## src/rtl/spectrum_sequencer.sv

```systemverilog
// spectrum_sequencer: collects NPOINT ADC samples into an FFT input frame,
// hands the frame to an external FFT engine, turns each result bin into a
// clamped bar height and publishes the bar set on a display frame boundary.
// Optional build macro SPECTRUM_L1MAG_EN selects the |re|+|im| magnitude;
// without it only |re| is used.
module spectrum_sequencer #(
    parameter int NPOINT   = 4,
    parameter int SAMPLE_W = 12,
    parameter int BAR_W    = 10,
    parameter int SHIFT    = 6,
    parameter int MAX_BAR  = 480
) (
    input  logic                       clock,
    input  logic                       rst,
    input  logic                       run,
    input  logic signed [SAMPLE_W-1:0] sample_in,
    input  logic                       sample_valid,
    output logic                       fft_start,
    output logic [NPOINT*32-1:0]       fft_in,
    input  logic [NPOINT*32-1:0]       fft_out,
    input  logic                       fft_done,
    input  logic                       frame_done,
    output logic [NPOINT*BAR_W-1:0]    bars,
    output logic                       bars_valid,
    output logic                       busy,
    output logic                       overrun
);

    localparam int IDX_W = (NPOINT > 1) ? $clog2(NPOINT) : 1;

    typedef enum logic [2:0] {IDLE, COLLECT, FFT_RUN, MAG, WAIT_FRAME} state_t;

    state_t                    state_q, state_d;
    logic [IDX_W-1:0]          idx_q, idx_d;
    logic [NPOINT*32-1:0]      fft_in_q, fft_in_d;
    logic [NPOINT*32-1:0]      fbuf_q, fbuf_d;
    logic [NPOINT*BAR_W-1:0]   work_q, work_d;
    logic [NPOINT*BAR_W-1:0]   bars_q, bars_d;
    logic                      fft_start_q, fft_start_d;
    logic                      bars_valid_q, bars_valid_d;
    logic                      overrun_q, overrun_d;

    logic [31:0]               mag_word;
    logic                      last_idx;
    logic signed [15:0]        sample_ext;

    // Absolute value of a 16-bit signed value; -32768 saturates to 32767.
    function automatic logic [15:0] abs_sat(input logic [15:0] v);
        if (v == 16'h8000)
            return 16'h7FFF;
        else if (v[15])
            return ~v + 16'd1;
        else
            return v;
    endfunction

    // Shift the magnitude down and clamp it to the tallest displayable bar.
    function automatic logic [BAR_W-1:0] shift_clamp(input logic [15:0] m);
        logic [15:0] sh;
        sh = m >> SHIFT;
        if (32'(sh) > MAX_BAR)
            return BAR_W'(MAX_BAR);
        else
            return BAR_W'(sh);
    endfunction

`ifdef SPECTRUM_L1MAG_EN
    // L1 magnitude: sum of both saturated terms, saturated to 16 bits.
    function automatic logic [BAR_W-1:0] bar_of(input logic [31:0] w);
        logic [16:0] sum;
        logic [15:0] m;
        sum = {1'b0, abs_sat(w[31:16])} + {1'b0, abs_sat(w[15:0])};
        m   = sum[16] ? 16'hFFFF : sum[15:0];
        return shift_clamp(m);
    endfunction
`else
    // Real-part magnitude only; the imaginary half of the word is ignored.
    function automatic logic [BAR_W-1:0] bar_of(input logic [31:0] w);
        return shift_clamp(abs_sat(w[31:16]));
    endfunction
`endif

    assign mag_word   = fbuf_q[32*idx_q +: 32];
    assign last_idx   = (idx_q == IDX_W'(NPOINT-1));
    assign sample_ext = 16'(sample_in);

    assign fft_start  = fft_start_q;
    assign fft_in     = fft_in_q;
    assign bars       = bars_q;
    assign bars_valid = bars_valid_q;
    assign busy       = (state_q != IDLE);
    assign overrun    = overrun_q;

    // Next-state and datapath updates for the acquisition/publish sequence.
    always_comb begin
        state_d      = state_q;
        idx_d        = idx_q;
        fft_in_d     = fft_in_q;
        fbuf_d       = fbuf_q;
        work_d       = work_q;
        bars_d       = bars_q;
        fft_start_d  = fft_start_q;
        bars_valid_d = 1'b0;
        // A strobe that arrives while not collecting is dropped and remembered.
        overrun_d    = overrun_q | (sample_valid & run & (state_q != COLLECT));

        case (state_q)
            IDLE: begin
                if (run) begin
                    state_d = COLLECT;
                    idx_d   = '0;
                end
            end
            COLLECT: begin
                if (sample_valid) begin
                    fft_in_d[32*idx_q +: 32] = {sample_ext, 16'h0000};
                    idx_d = idx_q + 1'b1;
                    if (last_idx) begin
                        state_d     = FFT_RUN;
                        fft_start_d = 1'b1;
                        idx_d       = '0;
                    end
                end
            end
            FFT_RUN: begin
                if (fft_done) begin
                    fbuf_d      = fft_out;
                    fft_start_d = 1'b0;
                    state_d     = MAG;
                    idx_d       = '0;
                end
            end
            MAG: begin
                work_d[BAR_W*idx_q +: BAR_W] = bar_of(mag_word);
                idx_d = idx_q + 1'b1;
                if (last_idx) begin
                    state_d = WAIT_FRAME;
                    idx_d   = '0;
                end
            end
            WAIT_FRAME: begin
                if (frame_done) begin
                    bars_d       = work_q;
                    bars_valid_d = 1'b1;
                    state_d      = run ? COLLECT : IDLE;
                    idx_d        = '0;
                end
            end
            default: begin
                state_d = IDLE;
                idx_d   = '0;
            end
        endcase
    end

    // State, buffers and registered outputs; reset discards any partial frame.
    always_ff @(posedge clock or negedge rst) begin
        if (!rst) begin
            state_q      <= IDLE;
            idx_q        <= '0;
            fft_in_q     <= '0;
            fbuf_q       <= '0;
            work_q       <= '0;
            bars_q       <= '0;
            fft_start_q  <= 1'b0;
            bars_valid_q <= 1'b0;
            overrun_q    <= 1'b0;
        end else begin
            state_q      <= state_d;
            idx_q        <= idx_d;
            fft_in_q     <= fft_in_d;
            fbuf_q       <= fbuf_d;
            work_q       <= work_d;
            bars_q       <= bars_d;
            fft_start_q  <= fft_start_d;
            bars_valid_q <= bars_valid_d;
            overrun_q    <= overrun_d;
        end
    end

endmodule

```

## config.mk

```make
export PLATFORM = sky130hd
export DESIGN_NAME = spectrum_sequencer
export DESIGN_NICKNAME = d
export VERILOG_FILES = /design/src/rtl/spectrum_sequencer.sv
export SDC_FILE = /design/constraint.sdc
export NUM_CORES = 1
export LEC_CHECK = 0
export CORE_MARGIN = 2
export CORE_UTILIZATION = 42
export CTS_CLUSTER_SIZE = 10
export DETAILED_ROUTE_END_ITERATION = 8
export PLACE_DENSITY_LB_ADDON = 0.05
export SYNTH_ARGS = -nofsm -noshare
export SYNTH_HDL_FRONTEND = slang
export SYNTH_SLANG_ARGS = --single-unit
```

## constraint.sdc

```tcl
create_clock -name clock -period 3.45 [get_ports clock]
set_clock_uncertainty 0.1 [all_clocks]
set_input_delay 0.69 -clock clock [delete_from_list [all_inputs] [get_ports clock]]
set_output_delay 0.69 -clock clock [all_outputs]
set_load 0.01 [all_outputs]
```

* Yosys cells after proc, flatten, opt, wreduce, memory -nomap -nowiden
Index checks and enable logic that the tools add are counted.
** Storage, ports and cells
- Output and inout bits :: 172
- Register bits after elaboration :: 344
- Logic and storage cells :: 73
- Input port bits :: 146
** Operators by class
- Order comparisons :: 1
- Equality and inequality tests :: 13
- Shift operators :: 5
- $add $sub $neg :: 4
- Bitwise gates (word level) :: 4
- Reduce and logical (&&, ||, !) cells :: 9
- Muxes and demuxes :: 27
- $mul :: 1
** Operators with widths (count)
- $bwmux W128 :: 1
- $shift A32 B34 Y128 const A :: 1
- $shiftx A128 B8 Y32 :: 1
- $shiftx A32 B34 Y128 :: 1
- $mux W16 :: 3
- $bwmux W40 :: 1
- $shift A10 B34 Y40 const A :: 1
- $shiftx A10 B34 Y40 :: 1
- $neg A6 Y34 :: 1
- $neg A7 Y34 :: 1
- $mux W10 :: 2
- $mux W3 :: 6
- $add A16 B1 Y16 const B :: 1
- $eq A16 B16 Y1 const B :: 1
- $not A16 Y16 :: 1
- $pmux W3 S5 :: 1
- $ne A2 B2 Y1 const B :: 6
- $gt A10 B9 Y1 const B :: 1
- $mux W2 :: 5
- $pmux W2 S5 :: 1
- $reduce_and A4 Y1 :: 2
- $eq A3 B2 Y1 const B :: 2
- $mux W1 :: 6
- $reduce_and A2 Y1 :: 3
- other kinds (13) :: 14

* Longest topological paths before layout
Gate-level depths: netlist of the first run.
- Word-level depth :: 11
- Mapped depth :: 12
- Mapped depth without buffers :: 9

* Worst setup path after synthesis of the first run
OpenSTA, ideal clock, no wires.
- Kind :: flip-flop to flip-flop
- Start :: register idx_q[0]
- End :: register work_q[17]
- Path slack :: 0.076 ns
- Required time :: 3.276 ns
- Arrival time :: 3.200 ns
- Buffers on the path :: 2
- Library setup time :: 0.074 ns
- Period minus slack after synthesis :: 3.374 ns
- Cell stages (with the launch flop) :: 12
- Path through :: dfrtp_1 -> buf_6 -> mux4_2 -> or2_4 -> nand4b_4 -> buf_6 -> or3_1 -> o211ai_2 -> a311oi_4 -> or2_4 -> mux2_4 -> o21ai_2
** On the way
- Longest elaborated chain between the ends :: 11
- Elaborated cells on any way between the ends :: 15
- Classes of those cells :: add/sub: 2; mul: 1; order compare: 1; eq/ne: 1; shift: 3; mux: 6; bitwise: 1
** RTL lines
- from (decl) :: line 34 : logic [IDX_W-1:0] idx_q, idx_d;
- from (signal assigned) :: line 170 : idx_q <= idx_d;
- $shiftx A128 B8 Y32 :: line 83 : assign mag_word = fbuf_q[32*idx_q +: 32];
- $not A16 Y16 :: line 52 : return ~v + 16'd1;
- $add A16 B1 Y16 :: line 52
- $mux W16 :: line 51 : else if (v[15])
- $mux W16 :: line 49 : if (v == 16'h8000)
- $mux W16 :: line 107 : case (state_q)
- $gt A10 B9 Y1 :: line 61 : if (32'(sh) > MAX_BAR)
- $mux W10 :: line 61
- $mux W10 :: line 107
- $shiftx A10 B34 Y40 :: line 134 : work_d[BAR_W*idx_q +: BAR_W] = bar_of(mag_word);
- $bwmux W40 (*) :: line 134
- to (signal assigned) :: line 173 : work_q <= work_d;
- to (decl) :: line 37 : logic [NPOINT*BAR_W-1:0] work_q, work_d;
Mark *: on every way between the ends. The rest lies on a longest branch, timed or not. The select of a mux whose other input is x is not followed.
A chain may end at the register's enable or synchronous reset.

* Worst setup path in the final report of the first run
- Start :: register idx_q[0]
- End :: register work_q[13]
Same word-level chain as after synthesis.

==> results.md, run 1 <==
- Status: finished with violations
- Violations in the final reports: negative setup slack
- Post-synth cell types: 73
- Number of global-route vias before repair: 7013
- RSZ-0062 raised after global routing: true
- Ys Warns: 0
- Clock Latency Late Sink: 440 ps
- Die H: between 150 and 200 um
- Hpwl dp: 16840 um
- Post-synthesis register bit count: 200
- Main area contributors after synthesis: dfrtp_1, mux2_2, buf_4
- Drt first pass iters: 5
- Clock-pin transition on the worst setup and hold timing paths: 80 ps
- Cell taking the most area after synthesis: dfrtp_1
- Initial Util: between 40 and 50%
- Core footprint: 22640 um2
- Post-synthesis mux area share: 16.49%
- Clock Power Share: 15.6%
- Hold_buf cts: 0
- Clock Tree Buf Depth: 2
- RePlAce Congestion: 0.9009
- Internal power: 7.539 mW
- Fin crit period: 3489 ps
- Root buf cell: clkbuf_16
- # rows: 55
- Worst Tran Pin Value: 708.4 ps
- DRC errors left: 0
- Simple-gate share of the synthesized area: between 10% and 20%
- Vias/cell: 5.111
- Initial antenna violation count: 0
- Core Util, Final: between 50% and 60%
- Area grow syn2layout: 33.61%
- Pins Over Slew Limit: 0
- Endpoints failing hold: 0
- Syn Std Cell Area: 9712 um2
- Seq pwr share: between 20 and 30%
- Bufs and invs on worst path: 4
- Power Density: between 900 and 1000 nW/um2
- TritonCTS buffer count: 17
- Worst rel slew slack: 52.35%
- Post-synth EDFFs: 0
- Most common cell in the netlist: dfrtp_1
- Crit-path max cell delay: 560 ps
- Critical Path, Cell by Cell: buf_6 -> mux4_2 -> or4_4 -> buf_4 -> o211a_1 -> nand2b_4 -> buf_4 -> a311oi_4 -> buf_4 -> nor4_2 -> a21oi_2 -> o21ai_1
- Clk sinks: 200
- Comb pwr share: 56.7%
- Fill count: 1964
- Leak: 5.706 nW
- Place WS: -235.5 ps
- Pin count of the biggest net entering global routing: 76
- H-tree Lvls: 4
- Switching pwr: about 5 mW
- Crit-path leading delay family: compound AO/OA/AOI/OAI gates
- Critical path data arrival time: 3710 ps
- Crit. End Element: register
- Max VDD drop: ~0.00059 V
- Final setup viols: 8
- Total wire length: 23200 um
- Max Clk Rate: 286.6 MHz
- Port-buffer cells: 189
- DRT iter0 DRCs: 372
- CTS tree: done
- Switching share of power: ~40%
- Largest family of logic cells by synthesized area: multiplexers
- N_diodes: 0
- WS Path Type: reg -> reg
- DR vias: 7191
- Die W: 156.1 um
- First-pass GRT wire length: 37410 um
- Slowest-stage cell, CP: or4_4
- Max-cap violations: 0
- Die area: between 20000 and 25000 um2
- Worst Path Max Fanout: 8
- Final Worst Setup Slack: -38.76 ps
- All-Layer GR Usage: between 10% and 20%
- Routed len/inst: 16.49 um
- I/O pins: 318
- Syn_area_per_cell: ~11 um2
- Nets: 1263
- Synth Instances: 875
- Sequential element share of the synthesized area: between 50% and 60%
- Synth Area in Adders: between 1 and 1.5%
- Crit share post-route: 101.1%
- Routed Antenna Nets: 0
- Startpoint Class: register
- Top cell type's share of synthesized area: 51.53%
- Post-Synth XOR/XNOR Area: 0.2705%
- Synth Area in Compound Gates: 10.53%
- Global route overflow: 0
- Critical Path RT: about 3700 ps
- Top FF cell, synth: dfrtp_1
- Synth top cells by count: dfrtp_1, nand2_1, mux2_2, buf_4, o21ai_0
- Async S/R FF share, synth: 100.0%
- Top cell by count, worst path: buf_4
- Layout cells sized above 1: a little over a quarter
- Hold Crit Class: in -> async
-- placed cells by master (no fill, tap or decap), types with 5 or more instances in the layout --
cell type,n
a21oi_1,7
a22oi_1,7
a32o_1,6
buf_4,76
buf_6,6
clkbuf_16,17
clkdlybuf4s50_1,188
conb_1,64
dfrtp_1,199
ha_1,8
inv_1,10
mux2_2,106
mux4_2,10
nand2_1,146
nand3_1,9
nand4_1,5
nor2_1,38
nor3_1,9
nor4_1,5
o21ai_0,54
o21ai_1,12
o21ai_2,9
o31ai_1,5
-- power by group through the flow --
stage | combinational (mW) | sequential, mW | clock (mW)
floorplan | 3.48 | 3.50 | 0
global placement | 6.13 | 3.49 | 0
detailed placement | 6.17 | 3.52 | 0
CTS | 6.58 | 3.48 | 2.01
global route | 7.68 | 3.58 | 2.11
finish | 7.11 | 3.47 | 1.96
-- through the flow --
step	area [um2]	instances	power [mW]	setup TNS, ps	hold WS, ps
finish	12980	1407	12.54	-164.0	169.1
global route	12980	1407	13.37	-2234	207.2
CTS	12750	1399	12.07	-32.24	199.1
detailed placement	12010	1359	9.689	-4190	369.1
global placement	12010	1359	9.622	-3588	360.1
floorplan	9948	938	6.986	0	294.4
-- cells by family (layout without fill, tap and decap cells) --
logic type	Yosys count	count (layout)
xor gates and xnor gates	3	3
adders and majority gates	8	8
muxes	128	128
DFF	200	200
buffers and inverters	136	320
other	1	64
and+or+nand+nor	248	248
AOI/OAI and AO/OA	151	151
-- final cells by class --
cell class	count	area, um2	share of cell area, %
Inverter	13	48.80	0.3760
Clock inverter	14	137.6	1.061
Sequential cell	200	5006	38.58
Clock buffer	18	439.2	3.384
Multi-Input combinational cell	602	4374	33.71
Tap cell	285	356.6	2.748
Timing Repair Buffer	275	2614	20.14
-- registers in the layout, summed over array words and instances (netlist names) --
signal      cells
state_q         3
bars           40
fbuf_q         64
bars_valid      1
idx_q           2
fft_start       1
overrun         1
work_q         40
fft_in         48
-- routing by layer --
| metal | vias up | wire length [um] | track usage (%) |
|---|---|---|---|
| li1 | 3415 | - | - |
| met1 | 3520 | 10600 | 27.03 |
| met2 | 227 | 11000 | 31.12 |
| met3 | 29 | 1240 | 4.250 |
| met4 | 0 | 358 | 5.242 |
| met5 | - | 0 | 0 |
-- final timing paths --
check	cells after the start	from	to	slack, ps
max in group asynchronous	2	rst	idx_q[0]	2290
setup reg to reg	12	idx_q[0]	work_q[13]	-40
min in group clock	2	fft_in[26]	fft_in[26]	380
setup / recovery	12	idx_q[0]	work_q[13]	-40
hold reg to reg	2	fft_in[26]	fft_in[26]	380
hold / removal	1	rst	fft_in[20]	170
-- what timing repair did --
action / in CTS / in global routing
setup endpoints to repair: 33 / 33
hold endpoints to repair: 0 / 0
gates resized for setup: 25 / 31
setup buffers: 8 / 8
pin swaps: 7 / 21
(Power assumes the default switching activity.)
==> run 2: changes to the inputs <==
--- a/config.mk
+++ b/config.mk
@@ -5,11 +5,13 @@
 export SDC_FILE = /design/constraint.sdc
 export NUM_CORES = 1
 export LEC_CHECK = 0
+export CORE_ASPECT_RATIO = 1.4
 export CORE_MARGIN = 2
 export CORE_UTILIZATION = 42
 export CTS_CLUSTER_SIZE = 10
 export DETAILED_ROUTE_END_ITERATION = 8
 export PLACE_DENSITY_LB_ADDON = 0.05
+export SLEW_MARGIN = 15
 export SYNTH_ARGS = -nofsm -noshare
 export SYNTH_HDL_FRONTEND = slang
 export SYNTH_SLANG_ARGS = --single-unit
==> run 2 against run 1 <==
Compared with the run above:
- the flow now finishes without violations
- final cell count grew 0.64%
- first-iteration DRC count decreased by 18%
- design area decreased by 0.88%
- non-clock buffer count fell by 8
- critical path depth stayed put
- hold slack worse by 4.5 ps
- register-to-register slack better by 130 ps
- power down 2.3%
- count of clock-buffer cells in the layout increased by 1
- critical path type unchanged
- largest cell class unchanged
==> results.md, run 2 (same netlist as run 1, synthesis figures left out) <==
- Hpwl dp: between 15000 and 20000 um
- Total wire length: 22890 um
- N_diodes: 0
- Hold Crit Class: in -> async
- RSZ-0062 raised after global routing: true
- Max-cap violations: 0
- Dpl cells: approximately 1.4k
- Drt first pass iters: 4
- Worst Path Max Fanout: 6
- Die H: 183.9 um
- TritonCTS buffer count: 17
- Top reg by flops: fbuf_q
- Endpoints failing hold: 0
- H-tree Lvls: 4
- I/O pins: roughly 320
- Clock Tree Buf Depth: 2
- Nets: ~1.3k
- Leak: 5.664 nW
- Crit. End Element: register
- Routed Antenna Nets: 0
- Placed Area: 12050 um2
- DRT iter0 DRCs: between 300 and 400
- Non-filler cells, final: 1416
- Die W: around 130 um
- Worst rel slew slack: 54.85%
- Place WS: -220.3 ps
- CTS tree: done
- Initial Util: between 40% and 50%
- Critical path origin: idx_q[0]
- Final Worst Setup Slack: 92.95 ps
- # rows: 65
- Final cell area excluding filler cells: 12860 um2
- Global route overflow: 0
- DRC errors left: 0
- Root buf cell: clkbuf_16
- Pin count of the biggest net entering global routing: 75
- Routed len/inst: ~16 um
- Worst R2R Start: idx_q[0]
- Port-buffer cells: around 190
- Area grow syn2layout: 32.44%
- Power Density: 952.0 nW/um2
- WS Path Type: reg -> reg
- Clk sinks: 200
- First-pass GRT wire length: 36670 um
- All-Layer GR Usage: 19.04%
- Number of global-route vias before repair: approximately 6.9k
- Max Clk Rate: between 200 and 300 MHz
- Initial antenna violation count: 0
- Worst Tran Pin Value: 675.6 ps
- Commonest non-fill, non-tap cells in the layout: dfrtp_1, clkdlybuf4s50_1, nand2_1, mux2_2, buf_4
- Crit share post-route: a little over nine tenths
- Max VDD drop: between 0.0005 and 0.0006 V
- RePlAce Congestion: 0.8713
- DR vias: 7031
- Core footprint: 22610 um2
- Clock Latency Late Sink: 440 ps
- Pins Over Slew Limit: 0
- Final setup viols: 0
- Core Util, Final: between 50% and 60%
- Reg2Reg Setup Slack: about 93 ps
- Clock-pin transition on the worst setup and hold timing paths: about 70 ps
- Leading cell type in the layout, fill and taps excluded: dfrtp_1
- Die area: 24370 um2
- Max FFs per register: 64
- Fin crit period: about 3400 ps
- Critical Path RT: approximately 3700 ps
- Critical path data arrival time: 3580 ps
- TNS Setup: 0 ps
- Startpoint Class: register
- Status: finished clean
- Layout cells sized above 1: 24.75%
- Vias/cell: 4.965
==> run 2: changes by cell type in the layout (fill, tap and decap cells not counted), sizes merged <==
| cell | before | now |
|---|---|---|
| bufinv | 0 | 2 |
| clkbuf | 19 | 20 |
| inv | 18 | 14 |
| clkinv | 7 | 9 |
| nand4b | 1 | 2 |
| clkinvlp | 2 | 1 |
| buf | 86 | 78 |
==> run 2: worst max-delay path, cell delays in order, from the launching register on <==
cell and delay, ps:
dfrtp_2 470, buf_6 130, mux4_2 490, or4_4 540, nor3_4 200, nor4b_4 320, nor4_4 80, a311oi_4 350
buf_4 190, nor4_2 40, nor2_1 100, buf_4 150, o21ai_2 60
==> run 2: per-stage QoR <==
stage	hold slack, ps	power (mW)
final	164.6	12.24
after global routing	198.7	13.05
after CTS	177.6	12.05
after detailed placement	368.8	9.826
after global placement	358.7	9.748
after floorplan	294.4	6.986
==> run 2: report_power, final <==
group	switching [mW]	internal [mW]	total, mW
sequential	0.432	3.05	3.48
combinational	3.42	3.32	6.74
clock	0.908	1.12	2.02
total	4.76	7.49	12.2
==> run 2: repair_timing <==
action                                  CTS  global route
pin swaps                                 1             8
endpoints found under the setup margin   32            28
hold buffers                              0             0
gates resized for setup                  11            28
buffers inserted                          3             2
gates cloned                              0             1
==> run 2: routing by layer <==
| layer | vias up | global-route usage, % | share of wire (%) |
|---|---|---|---|
| li1 | 3411 | - | - |
| met1 | 3395 | 24.35 | 43 |
| met2 | 197 | 31.54 | 50 |
| met3 | 28 | 4.494 | 5.3 |
| met4 | 0 | 7.054 | 1.9 |
| met5 | - | 0 | 0 |
==> run 2: final cells by class <==
| cell class | count | area, um2 |
|---|---|---|
| Clock buffer | 19 | 452.9 |
| Clock inverter | 13 | 146.4 |
| Fill cell | 2049 | 9747 |
| Inverter | 13 | 51.30 |
| Multi-Input combinational cell | 603 | 4274 |
| Sequential cell | 200 | 5007 |
| Tap cell | 301 | 376.6 |
| Timing Repair Buffer | 267 | 2554 |
==> run 2: worst paths after layout <==
path,cells after the start,end
worst min-delay path,1,fft_in[25]
worst max register to register,12,work_q[23]
max in group asynchronous,2,fbuf_q[21]
min in group clock,2,fft_in[24]
worst max-delay path,12,work_q[23]
worst min register to register,2,fft_in[24]
==> run 3: changes to the inputs <==
--- a/config.mk
+++ b/config.mk
@@ -10,6 +10,7 @@
 export CORE_UTILIZATION = 42
 export CTS_CLUSTER_SIZE = 10
 export DETAILED_ROUTE_END_ITERATION = 8
+export MAX_ROUTING_LAYER = met4
 export PLACE_DENSITY_LB_ADDON = 0.05
 export SLEW_MARGIN = 15
 export SYNTH_ARGS = -nofsm -noshare
==> run 3 against run 2 <==
Compared with the run above:
- final cell count did not move
- routed wire length down 0.30%
- highest routed layer unchanged
- sequential share of layout area is essentially flat
- core utilization about the same
- clock power hardly changed
- first-iteration DRC count shrank 0.66%
- largest power group unchanged
==> results.md, run 3 (same netlist as run 1, synthesis figures left out) <==
- Place WS: -220.3 ps
- Routed len/inst: 16.12 um
- Hold_buf cts: 0
- Power Density: around 950 nW/um2
- CTS tree: done
- Initial antenna violation count: 0
- Routed Antenna Nets: 0
- Busiest layer in global routing: met2
- Worst Tran Pin Value: ~660 ps
- Met3 GRT Util: 4.384%
- TritonCTS buffer count: 17
- Hold Crit Class: in -> async
- Hpwl dp: 16980 um
- Pins Over Slew Limit: 0
- Crit-path max cell delay: between 500 and 600 ps
- Critical Path RT: roughly 3700 ps
- Pin count of the biggest net entering global routing: 75
- Crit share post-route: 97.00%
- Leading cell type in the layout, fill and taps excluded: dfrtp_1
- M1 GR Usage: 24.35%
- Final Worst Setup Slack: 103.5 ps
- RSZ-0062 raised after global routing: true
- Clock-pin transition on the worst setup and hold timing paths: around 70 ps
- N_diodes: 0
- Total wire length: 22820 um
- H-tree Lvls: 4
- # rows: 65
- Fin crit period: 3346 ps
- Core footprint: 22610 um2
- Root buf cell: clkbuf_16
- Multi-input logic area: 4278 um2
- Die area: 24370 um2
- Max FFs per register: 64
- Dpl cells: 1378
- Slowest-stage cell, CP: or4_4
- Vias/cell: 4.977
- RePlAce Congestion: 0.8903
- Port-buffer cells: 189
- Clock Latency Late Sink: 440 ps
- Crit. End Element: register
- Number of global-route vias before repair: 6896
- DRC errors left: 0
- Startpoint Class: register
- Max Clk Rate: between 200 and 300 MHz
- WS Path Type: reg -> reg
- Drt first pass iters: 4
- Endpoints failing hold: 0
- Max VDD drop: 0.0005114 V
- Area grow syn2layout: 32.40%
- Leak: 5.660 nW
- Die H: 183.9 um
- Global route overflow: 0
- First-pass GRT wire length: 36670 um
- All-Layer GR Usage: 19.61%
- Die W: 132.5 um
- DRT iter0 DRCs: 303
- Layout cells sized above 1: between 20% and 30%
- DR vias: 7048
- I/O pins: 318
- Worst Path Max Fanout: 6
- Clock Tree Buf Depth: 2
- Critical Path, Cell by Cell: buf_6 -> mux4_2 -> or4_4 -> nor3_4 -> nor4b_4 -> nor4_4 -> a311oi_4 -> buf_4 -> nor4_2 -> nor2_1 -> buf_4 -> o21ai_2
- Commonest non-fill, non-tap cells in the layout: dfrtp_1, clkdlybuf4s50_1, nand2_1, mux2_2, buf_4
- Final setup viols: 0
- Clk sinks: 200
- Top cell by count, worst path: buf_4
- Critical path data arrival time: 3560 ps
- GR Util met2: between 30% and 40%
- Worst rel slew slack: a little under three fifths
- Initial Util: 42.96%
- Status: finished clean
- TNS Setup: 0 ps
- Seq. cell area: ~5000 um2
- Top reg by flops: fbuf_q
- Max-cap violations: 0
- Nets: 1256
- Non-filler cells, final: between 1k and 1.5k
- Fill count: 2048
==> run 3: cell counts in the layout (fill, tap and decap cells not counted) <==
No cell type changed its count.
==> run 3: stage by stage <==
step,util [%],area (um2),power [mW],hold slack (ps)
floorplan,-,9948,6.986,294.4
global placement,53.30,12050,9.748,358.7
detailed placement,53.30,12050,9.826,368.8
CTS,56.30,12730,12.05,177.6
global route,56.87,12860,13.05,197.3
finish,56.87,12860,12.23,154.3
==> run 3: path summary, 6_finish.rpt <==
path | cells after the start | slack (ps) | start | endpoint
max | 12 | 100 | idx_q[0] | work_q[23]
min | 1 | 150 | rst | fft_in[25]
max reg2reg | 12 | 100 | idx_q[0] | work_q[23]
min reg2reg | 2 | 380 | fft_in[24] | fft_in[24]
max in group asynchronous | 2 | 2290 | rst | fbuf_q[21]
min in group clock | 2 | 380 | fft_in[24] | fft_in[24]
==> run 3: metal layers <==
metal	wire, um	part of all wire (%)
met5	0	0
met3	1244	5.5
met4	392	1.7
met2	11420	50
met1	9762	43
==> run 3: where the power goes <==
| group | switching, mW | internal, mW |
|---|---|---|
| registers | 0.433 | 3.05 |
| clock network | 0.901 | 1.12 |
| logic | 3.42 | 3.31 |
| total | 4.75 | 7.48 |
==> run 3: timing repair <==
item                       4_1_cts  5_1_grt
resized for setup               11       27
pin swaps                        1        8
setup endpoints to repair       32       29
gates cloned                     0        1
buffers inserted                 3        2
==> run 3: layout make-up <==
type	instances	share of cell area, %
Clock buffer	19	3.522
Timing Repair Buffer	267	19.80
Clock inverter	13	1.138
Inverter	13	0.3989
Tap cell	301	2.929
Sequential cell	200	38.94
Multi-Input combinational cell	603	33.27
==> run 3: critical path, delay by kind of cell, from the launching register on <==
family	cells	cell delay, ps
AO/OA/AOI/OAI	2	410
AND/OR/NAND/NOR	6	1270
multiplexers	1	490
flip-flops	1	470
buffers and inverters	3	460
